`src/rtl/mdc_pkg.sv`:
```
`default_nettype none
// +----------------------------------------------------------------------------+
// | mdc_pkg : command codes, sequencer states and decode helpers               |
// | Rev 1.0                                                                    |
// +----------------------------------------------------------------------------+
package mdc_pkg;

  typedef logic [2:0] cmd_t;

  localparam cmd_t CMD_NADA          = 3'b000;
  localparam cmd_t CMD_SERVIR_CAFE   = 3'b001;
  localparam cmd_t CMD_SERVIR_BEBIDA = 3'b010;
  localparam cmd_t CMD_DEVOLVER      = 3'b100;
  localparam cmd_t CMD_CAFE_Y_CAMBIO = 3'b111;

  // One bit per code: set where the code is a legal command (000 included).
  localparam logic [7:0] C_CMD_VALIDO = 8'b1001_0111;

  typedef enum logic [2:0] {
    ST_IDLE   = 3'd0,
    ST_MOLER  = 3'd1,
    ST_AGUA   = 3'd2,
    ST_BEBIDA = 3'd3,
    ST_MONEDA = 3'd4,
    ST_FIN    = 3'd5
  } desp_state_t;

  function automatic logic cmd_invalido(input cmd_t c);
    return !C_CMD_VALIDO[c];
  endfunction

  function automatic logic usa_agua(input cmd_t c);
    return (c == CMD_SERVIR_CAFE) || (c == CMD_CAFE_Y_CAMBIO);
  endfunction

  function automatic desp_state_t primera_fase(input cmd_t c);
    case (c)
      CMD_SERVIR_CAFE, CMD_CAFE_Y_CAMBIO: return ST_MOLER;
      CMD_SERVIR_BEBIDA:                  return ST_BEBIDA;
      CMD_DEVOLVER:                       return ST_MONEDA;
      default:                            return ST_IDLE;
    endcase
  endfunction

  function automatic desp_state_t fase_siguiente(input desp_state_t s, input cmd_t c);
    case (s)
      ST_MOLER: return ST_AGUA;
      ST_AGUA:  return (c == CMD_CAFE_Y_CAMBIO) ? ST_MONEDA : ST_FIN;
      ST_BEBIDA,
      ST_MONEDA: return ST_FIN;
      default:  return ST_IDLE;
    endcase
  endfunction

  function automatic logic fase_activa(input desp_state_t s);
    return (s == ST_MOLER) || (s == ST_AGUA) || (s == ST_BEBIDA) || (s == ST_MONEDA);
  endfunction

endpackage
`default_nettype wire

```
`src/rtl/mdc_despachador_temporizador.sv`:
```
`default_nettype none
// +----------------------------------------------------------------------------+
// | mdc_temporizador : loadable down-counter with zero flag, no wrap           |
// | Rev 1.0                                                                    |
// +----------------------------------------------------------------------------+
module mdc_temporizador #(
  parameter int CW = 8
) (
  input  logic          clk,
  input  logic          rst,
  input  logic          load,
  input  logic [CW-1:0] valor,
  input  logic          en,
  output logic          cero
);

  logic [CW-1:0] cnt_q, cnt_d;

  always_comb begin
    cnt_d = cnt_q;
    if (load) begin
      cnt_d = valor;
    end else if (en && (cnt_q != '0)) begin
      cnt_d = cnt_q - CW'(1);
    end
  end

  always_ff @(posedge clk) begin
    if (!rst) begin
      cnt_q <= '0;
    end else begin
      cnt_q <= cnt_d;
    end
  end

  assign cero = (cnt_q == '0);

endmodule
`default_nettype wire

```
`src/rtl/mdc_despachador.sv`:
```
`default_nettype none
// +----------------------------------------------------------------------------+
// | mdc_despachador : timed actuator sequencer for the coffee-machine FSM      |
// | Optional water interlock: define MDC_INTERLOCK_AGUA_EN. Rev 1.0            |
// +----------------------------------------------------------------------------+
module mdc_despachador
  import mdc_pkg::*;
#(
  parameter int T_MOLER  = 4,
  parameter int T_AGUA   = 8,
  parameter int T_BEBIDA = 6,
  parameter int T_MONEDA = 2,
  parameter int CW       = 8
) (
  input  logic       clk,
  input  logic       rst,
  input  logic [2:0] cmd,
`ifdef MDC_INTERLOCK_AGUA_EN
  input  logic       ha,
`endif
  output logic       molino,
  output logic       valvula,
  output logic       bebida,
  output logic       moneda,
  output logic       ocupado,
  output logic       listo,
  output logic       error
);

  desp_state_t   state_q, state_d;
  cmd_t          cmd_q, cmd_d;
  logic          armado_q, armado_d;
  logic          error_d;
  logic          molino_q, valvula_q, bebida_q, moneda_q, ocupado_q, listo_q, error_q;
  logic          acepta;
  logic          agua_ok;
  logic          carga;
  logic          cuenta_en;
  logic          cero;
  logic [CW-1:0] carga_valor;

`ifdef MDC_INTERLOCK_AGUA_EN
  assign agua_ok = ha;
`else
  assign agua_ok = 1'b1;
`endif

  function automatic logic [CW-1:0] duracion(input desp_state_t s);
    case (s)
      ST_MOLER:  return CW'(T_MOLER - 1);
      ST_AGUA:   return CW'(T_AGUA - 1);
      ST_BEBIDA: return CW'(T_BEBIDA - 1);
      ST_MONEDA: return CW'(T_MONEDA - 1);
      default:   return '0;
    endcase
  endfunction

  assign acepta = (state_q == ST_IDLE) && armado_q && (cmd != CMD_NADA);

  always_comb begin
    state_d  = state_q;
    cmd_d    = cmd_q;
    armado_d = armado_q;
    error_d  = 1'b0;

    case (state_q)
      ST_IDLE: begin
        if (acepta) begin
          if (cmd_invalido(cmd)) begin
            error_d = 1'b1;
          end else begin
            cmd_d = cmd;
            // A coffee request without water goes straight to the refund.
            if (usa_agua(cmd) && !agua_ok) begin
              state_d = ST_MONEDA;
            end else begin
              state_d = primera_fase(cmd);
            end
          end
        end
      end
      ST_MOLER, ST_AGUA: begin
        if (!agua_ok) begin
          state_d = ST_MONEDA;
          error_d = 1'b1;
        end else if (cero) begin
          state_d = fase_siguiente(state_q, cmd_q);
        end
      end
      ST_BEBIDA, ST_MONEDA: begin
        if (cero) begin
          state_d = fase_siguiente(state_q, cmd_q);
        end
      end
      ST_FIN: begin
        state_d = ST_IDLE;
      end
      default: begin
        state_d = ST_IDLE;
      end
    endcase

    if (cmd == CMD_NADA) begin
      armado_d = 1'b1;
    end else if (acepta) begin
      armado_d = 1'b0;
    end
  end

  // Every phase entry reloads the shared timer with that phase's length minus one.
  assign carga       = (state_d != state_q) && fase_activa(state_d);
  assign carga_valor = duracion(state_d);
  assign cuenta_en   = fase_activa(state_q);

  mdc_temporizador #(
    .CW (CW)
  ) u_temporizador (
    .clk   (clk),
    .rst   (rst),
    .load  (carga),
    .valor (carga_valor),
    .en    (cuenta_en),
    .cero  (cero)
  );

  always_ff @(posedge clk) begin
    if (!rst) begin
      state_q   <= ST_IDLE;
      cmd_q     <= CMD_NADA;
      armado_q  <= 1'b1;
      molino_q  <= 1'b0;
      valvula_q <= 1'b0;
      bebida_q  <= 1'b0;
      moneda_q  <= 1'b0;
      ocupado_q <= 1'b0;
      listo_q   <= 1'b0;
      error_q   <= 1'b0;
    end else begin
      state_q   <= state_d;
      cmd_q     <= cmd_d;
      armado_q  <= armado_d;
      molino_q  <= (state_d == ST_MOLER);
      valvula_q <= (state_d == ST_AGUA);
      bebida_q  <= (state_d == ST_BEBIDA);
      moneda_q  <= (state_d == ST_MONEDA);
      ocupado_q <= (state_d != ST_IDLE);
      listo_q   <= (state_d == ST_FIN);
      error_q   <= error_d;
    end
  end

  assign molino  = molino_q;
  assign valvula = valvula_q;
  assign bebida  = bebida_q;
  assign moneda  = moneda_q;
  assign ocupado = ocupado_q;
  assign listo   = listo_q;
  assign error   = error_q;

endmodule
`default_nettype wire

```
`config.mk`:
```
export PLATFORM = sky130hd
export DESIGN_NAME = mdc_despachador
export DESIGN_NICKNAME = d
export VERILOG_FILES = /design/src/rtl/mdc_pkg.sv /design/src/rtl/mdc_despachador_temporizador.sv /design/src/rtl/mdc_despachador.sv
export SDC_FILE = /design/constraint.sdc
export NUM_CORES = 1
export LEC_CHECK = 0
export BUFFER_PORTS_ARGS = -buffer_cell sky130_fd_sc_hd__buf_2
export CORE_ASPECT_RATIO = 0.75
export CORE_MARGIN = 4
export CORE_UTILIZATION = 55
export CTS_CLUSTER_SIZE = 25
export DETAILED_ROUTE_END_ITERATION = 16
export PLACE_DENSITY = 0.84
export SYNTH_ARGS = -nofsm -noshare
export SYNTH_HDL_FRONTEND = slang
export SYNTH_SLANG_ARGS = --single-unit
```
`constraint.sdc`:
```
create_clock -name clk -period 2.59 [get_ports clk]
set_input_delay 0.3885 -clock clk [delete_from_list [all_inputs] [get_ports clk]]
set_output_delay 0.3885 -clock clk [all_outputs]
set_load 0.01 [all_outputs]
```
==> results.tsv, run 1 <==
metric	value	unit
top cells by area, synth	dfxtp_1 32%, ha_1 5.5%, nor2_1 5.2%	
Fin. Hold Viols	0	
worst-path fanout max	8	
die width	65.7	µm
leak pwr	0.646	nW
Mapped Cells	160	
reg-to-reg critical path startpoint	u_temporizador.cnt_q[0]$_SDFFE_PN0P_	
clock buffer depth	2	
RSZ-0062 raised after global routing	no	
Fill cells	191	
cts hold-fix bufs	0	
IO Pins	12	
post-synthesis register bit count	22	
vias in the first global route	1202	
reg2reg end	u_temporizador.cnt_q[0]$_SDFFE_PN0P_	
WL/cell	15.5	µm
Final min period	2.46	ns
initial antenna violation count	0	
setup violators final	0	
worst path buffer plus inverter count	1	
Via density	6.13	
kind of cell adding the most delay to the critical path	simple AND/OR/NAND/NOR gates	
drt pass-1 iters	5	
DRT iter0 DRCs	110	
asr flop ratio synth	0	%
synth warn	0	
Max stage delay on crit path	0.48	ns
first-pass GRT wire length	5510	µm
HP Start	rst	
Power Density	1450	nW/µm²
total CTS buffers	3	
synth unique cells	53	
met2 WL	1490	µm
Power, Total	2.22	mW
CP startpoint kind	flop	
Vert. Die Dim	51.3	µm
Via Count	1276	
die area	3370	µm²
post-synthesis sequential area ratio	32.1	%
Slew HR	59.8	%
synthesized area	1370	µm²
Post-CTS Setup Bufs	0	
All-Layer GR Usage	21.4	%
met3 WL	315	µm
Min-Delay Endpoint	u_temporizador.cnt_q[1]$_SDFFE_PN0P_	
max cap viols	0	
Worst Setup End Kind	flop	
Top Layer Used	met4	
WL met1	1330	µm
Avg Cell Area, Syn	8.59	µm²
post-synth net total	171	
fraction of layout cells with a size suffix above 1	20.7	%
Worst Path Required	2.81	ns
CP Class	reg2reg	
hold depth	3	
R2R cell count	8	
GPL Wtd Cong	0.924	
Syn-to-layout area delta	11.7	%
clk slew on worst S/H paths	0.13	ns
# resized after CTS	0	
Worst Tran Pin Value	0.598	ns
CTS tree	built	
Antenna Nets Post-Route	0	
Final Skew	0.0149	ns
number of flops mapped to enable cells by yosys	0	
ordered cell list for the critical path	inv_1 -> ha_1 -> or4b_4 -> nor3_2 -> nor3_2 -> nor2_4 -> mux2_2 -> o21a_1	
clock root cell	clkbuf_4	
Hold Crit Class	in2reg	
DP HPWL	2470	µm
CP max stage cell	or4b_4	
Max VDD drop	0.766	mV
Clock Latency Late Sink	0.32	ns
top-area cell type share of the netlist area	32.1	%
pin count of the biggest net entering global routing	14	
Setup Total Neg Slack	0	ns
DRC	0	
cell mode on critical path	nor3_2	
highest clock rate	406	MHz
PortBufs	11	
GRT overflow	0	
status	finished, final reports clean	
Initial Util	58.6	%
H-tree levels	1	
FF-to-FF setup slack	0.13	ns
count leader, synth	dfxtp_1	
Synth area leader	dfxtp_1	
# clock sinks	22	
WP data arrival	2.68	ns
Total Nets Final	186	
Core Box Area	2350	µm²
drt total wl	3230	µm
top_reg_cell synth	dfxtp_1	
synth cell count leaders	22 x dfxtp_1, 19 x nor2_1	
# diodes	0	
crit share post-route	95.1	%
num rows	15	
Final Slew Violations	0	
[power breakdown]
group / total, mW / internal, mW / leakage (nW) / switching [mW]
combinational: 1.43 / 0.601 / 0.438 / 0.827
sequential: 0.527 / 0.430 / 0.180 / 0.0965
clock: 0.265 / 0.157 / 0.0279 / 0.108
[per-stage QoR]
stage               worst slack, ns  util, %  hold slack, ns  area (µm²)  cells
finish                        0.127     65.4           0.376        1530    208
global route                 0.0126     65.4           0.374        1530    208
CTS                           0.163     65.4           0.378        1530    208
detailed placement           0.0767     63.1           0.479        1480    204
global placement              0.252     63.1           0.469        1480    204
floorplan                     0.419        -           0.455        1370    160
[per-layer routing]
metal	up-vias	global-route usage (%)
met1	567	27.4
met3	14	4.84
met4	0	7.59
li1	616	-
met2	79	35.1
met5	-	0
[area by class of cell]
type	instances	area (µm²)	area share [%]
Clock buffer	3	22.5	1.47
Clock inverter	1	30.0	1.96
Inverter	10	37.5	2.45
Multi-Input combinational cell	123	876	57.1
Sequential cell	22	440	28.7
Tap cell	34	42.5	2.77
Timing Repair Buffer	15	85.1	5.55
[worst min-delay path: cells and delay by family]
family                 cells  cell delay (ns)
buffers and inverters      1             0.16
AO/OA/AOI/OAI              1             0.03
AND/OR/NAND/NOR            1             0.08
[flip-flops by register name, indices dropped and copies added, names as in the netlist]
| signal | count |
|---|---|
| armado_q | 1 |
| bebida | 1 |
| cmd_q | 3 |
| error | 1 |
| listo | 1 |
| molino | 1 |
| moneda | 1 |
| ocupado | 1 |
| state_q | 3 |
| u_temporizador.cnt_q | 8 |
| valvula | 1 |
[placed cells by master, fill, tap and decap left out, types with 2 or more instances in the layout]
cell type / n
a2111oi_2: 2
a211oi_1: 2
a21oi_1: 9
a221oi_1: 2
a31o_2: 2
a31oi_1: 3
and2_1: 2
and3_1: 5
buf_2: 11
buf_4: 4
clkbuf_4: 3
dfxtp_1: 22
ha_1: 6
inv_1: 9
mux2i_1: 4
nand2_1: 9
nand3_1: 9
nand3b_1: 2
nor2_1: 19
nor2b_1: 4
nor3_1: 3
nor3_2: 3
o21a_1: 2
o21ai_0: 3
o21bai_1: 2
o31ai_1: 2
or3_1: 2
xnor2_1: 2
[worst max path at each step]
stage                                                      end  slack (ns)                                  from  depth (start not counted)
final                     u_temporizador.cnt_q[0]$_SDFFE_PN0P_        0.13  u_temporizador.cnt_q[0]$_SDFFE_PN0P_                          8
after CTS                 u_temporizador.cnt_q[0]$_SDFFE_PN0P_        0.16  u_temporizador.cnt_q[0]$_SDFFE_PN0P_                          8
after floorplan           u_temporizador.cnt_q[0]$_SDFFE_PN0P_        0.42  u_temporizador.cnt_q[0]$_SDFFE_PN0P_                          8
after detailed placement  u_temporizador.cnt_q[5]$_SDFFE_PN0P_        0.08                                cmd[0]                          9
after global placement    u_temporizador.cnt_q[0]$_SDFFE_PN0P_        0.25  u_temporizador.cnt_q[0]$_SDFFE_PN0P_                          8
after global routing      u_temporizador.cnt_q[5]$_SDFFE_PN0P_        0.01  u_temporizador.cnt_q[0]$_SDFFE_PN0P_                          8
[kinds of logic (layout without fill, tap and decap cells)]
kind of cell / count (synthesis) / in the layout / share of synthesized area [%]
flip-flops: 22 / 22 / 32.1
buffers and inverters: 15 / 29 / 4.19
multiplexers: 5 / 5 / 3.73
AND/OR/NAND/NOR: 69 / 69 / 29.9
adder cells (fa/ha/maj): 6 / 6 / 5.46
XOR/XNOR: 3 / 3 / 1.91
AO/OA/AOI/OAI: 40 / 40 / 22.8
Power figures use the tool's default switching activity.
==> run 2, diff against run 1 <==
--- a/config.mk
+++ b/config.mk
@@ -8,7 +8,7 @@
 export BUFFER_PORTS_ARGS = -buffer_cell sky130_fd_sc_hd__buf_2
 export CORE_ASPECT_RATIO = 0.75
 export CORE_MARGIN = 4
-export CORE_UTILIZATION = 55
+export CORE_UTILIZATION = 52
 export CTS_CLUSTER_SIZE = 25
 export DETAILED_ROUTE_END_ITERATION = 16
 export PLACE_DENSITY = 0.84
==> constraint.sdc (replaced) <==
create_clock -name clk -period 2.2 [get_ports clk]
set_input_delay 0.33 -clock clk [delete_from_list [all_inputs] [get_ports clk]]
set_output_delay 0.33 -clock clk [all_outputs]
set_load 0.01 [all_outputs]
==> run 2 against run 1 <==
  * Sequential power grew 23%
  * Cell area is 25% higher
  * Critical path type unchanged
  * Largest power group unchanged
  * Die area increased by 5.0%
  * Count of clock-buffer cells in the layout is the same
  * Clock power shrank 30%
  * Sequential share of layout area is 5.6 points lower
  * Register-to-register slack worse by 0.25 ns
  * Sequential cell count is the same
  * Combinational power is 92% higher
  * The run now ends with setup timing left
  * Critical endpoint unchanged
  * Total power rose by 61%
  * Critical path depth is the same
==> results.tsv, run 2 (synthesis gave the netlist of run 1 again) <==
metric	value	unit
All-Layer GR Usage	24.6	%
Max stage delay on crit path	0.48	ns
initial antenna violation count	0	
dpl ws	-0.146	ns
# clock sinks	22	
Hold Crit Class	in2reg	
Clock Latency Late Sink	0.32	ns
Worst Tran Pin Value	0.648	ns
drt pass-1 iters	5	
num rows	15	
cts hold-fix bufs	0	
Final Slew Violations	0	
clock share of power	5.2	%
worst path buffer plus inverter count	1	
die width	67.4	µm
ordered cell list for the critical path	inv_2 -> ha_4 -> or4b_4 -> nor3_4 -> nor3_4 -> nor2_4 -> mux2_4 -> o21a_1	
CP startpoint kind	flop	
Worst Path Required	2.42	ns
most common cell after layout, fill and taps aside	buf_4	
first-pass GRT wire length	6460	µm
DRT iter0 DRCs	134	
highest clock rate	430	MHz
DRC	0	
DP HPWL	2670	µm
H-tree levels	1	
Final WS setup	-0.126	ns
CP Class	reg2reg	
clock root cell	clkbuf_4	
Via density	6.18	
Power Internal	1.92	mW
WP data arrival	2.55	ns
HP Start	rst	
Fin. Hold Viols	0	
Vert. Die Dim	52.5	µm
biggest registers after layout	u_temporizador.cnt_q x8, cmd_q x3, state_q x3	
WL/cell	19.1	µm
Comb power frac	76.7	%
cell mode on critical path	nor3_4	
Via Count	1472	
setup violators final	5	
worst-path fanout max	6	
pin count of the biggest net entering global routing	14	
die area	3540	µm²
status	complete, but fails checks	
CP max stage cell	or4b_4	
Finished Cell Area	1920	µm²
FF-to-FF setup slack	-0.13	ns
max reg flops	8	
Antenna Nets Post-Route	0	
kind of cell adding the most delay to the critical path	simple AND/OR/NAND/NOR gates	
clock buffer depth	2	
DP Area	1620	µm²
sequential share of power	18.1	%
RSZ-0062 raised after global routing	yes	
Power Density	1870	nW/µm²
most frequent cells in the layout	31 x buf_4, 20 x dfxtp_1, 17 x nor2_1, 11 x buf_2	
IO Pins	12	
Total Nets Final	217	
clk slew on worst S/H paths	0.12	ns
drt total wl	4540	µm
failing checks	setup timing	
Sw Share	46.3	%
Worst Setup End Kind	flop	
Syn-to-layout area delta	39.6	%
total CTS buffers	3	
leak pwr	0.817	nW
max cap viols	0	
crit share post-route	106	%
CP startpoint	u_temporizador.cnt_q[0]$_SDFFE_PN0P_	
PortBufs	11	
GPL Wtd Cong	0.910	
Final min period	2.33	ns
Max VDD drop	1.01	mV
Core Box Area	2400	µm²
# diodes	0	
Final Skew	0.00461	ns
Slew HR	56.7	%
Largest Register	u_temporizador.cnt_q	
GRT overflow	0	
fraction of layout cells with a size suffix above 1	40.7	%
reg-to-reg critical path startpoint	u_temporizador.cnt_q[0]$_SDFFE_PN0P_	
CTS tree	built	
Initial Util	57.2	%
vias in the first global route	1384	
Sw Pwr	1.66	mW
[run 2: worst paths after layout]
kind,endpoint,cells past startpoint
max,u_temporizador.cnt_q[0]$_SDFFE_PN0P_,8
min reg2reg,error$_SDFF_PN0_,2
max reg2reg,u_temporizador.cnt_q[0]$_SDFFE_PN0P_,8
min,u_temporizador.cnt_q[1]$_SDFFE_PN0P_,3
[run 2: timing repair]
item | CTS | global route
buffers inserted | 4 | 8
gates resized for setup | 18 | 18
pin swaps | 7 | 7
endpoints found under the setup margin | 8 | 10
[run 2: layer usage]
metal / vias to the layer above / share of wire (%) / global-route usage, %
li1: 676 / - / -
met1: 709 / 44 / 30.9
met2: 78 / 47 / 39.8
met3: 9 / 7.4 / 6.44
met4: 0 / 1.9 / 9.76
met5: - / 0 / 0
[run 2: power by group through the flow]
stage	clock network [mW]	logic, mW	registers (mW)
global placement	0	1.88	0.615
finish	0.186	2.75	0.648
floorplan	0	1.30	0.598
global route	0.200	2.92	0.661
CTS	0.184	2.32	0.630
detailed placement	0	1.96	0.623
[run 2: tightest hold or removal path: cells and delay by family]
kind	cells	cell delay [ns]
buf+inv	1	0.17
simple gates	1	0.10
compound gates	1	0.04
[run 2: area by class of cell]
type                    count  area [µm²]
clock buffers               3        22.5
inverters                  10        37.5
multi-input cells         123        1040
flip-flops and latches     22         443
fillers                   169         484
repair buffers             46         333
well taps                  34        42.5
[run 2: stage by stage]
stage / power, mW / utilization (%) / cells / setup TNS [ns] / hold slack [ns]
3_3_place_gp: 2.50 / 67.6 / 223 / -0.0979 / 0.469
6_report: 3.58 / 79.8 / 238 / -0.389 / 0.347
5_1_grt: 3.78 / 79.8 / 238 / -0.982 / 0.341
2_1_floorplan: 1.90 / - / 160 / 0 / 0.455
4_1_cts: 3.14 / 73.9 / 230 / -0.110 / 0.334
3_5_place_dp: 2.58 / 67.6 / 223 / -0.455 / 0.497
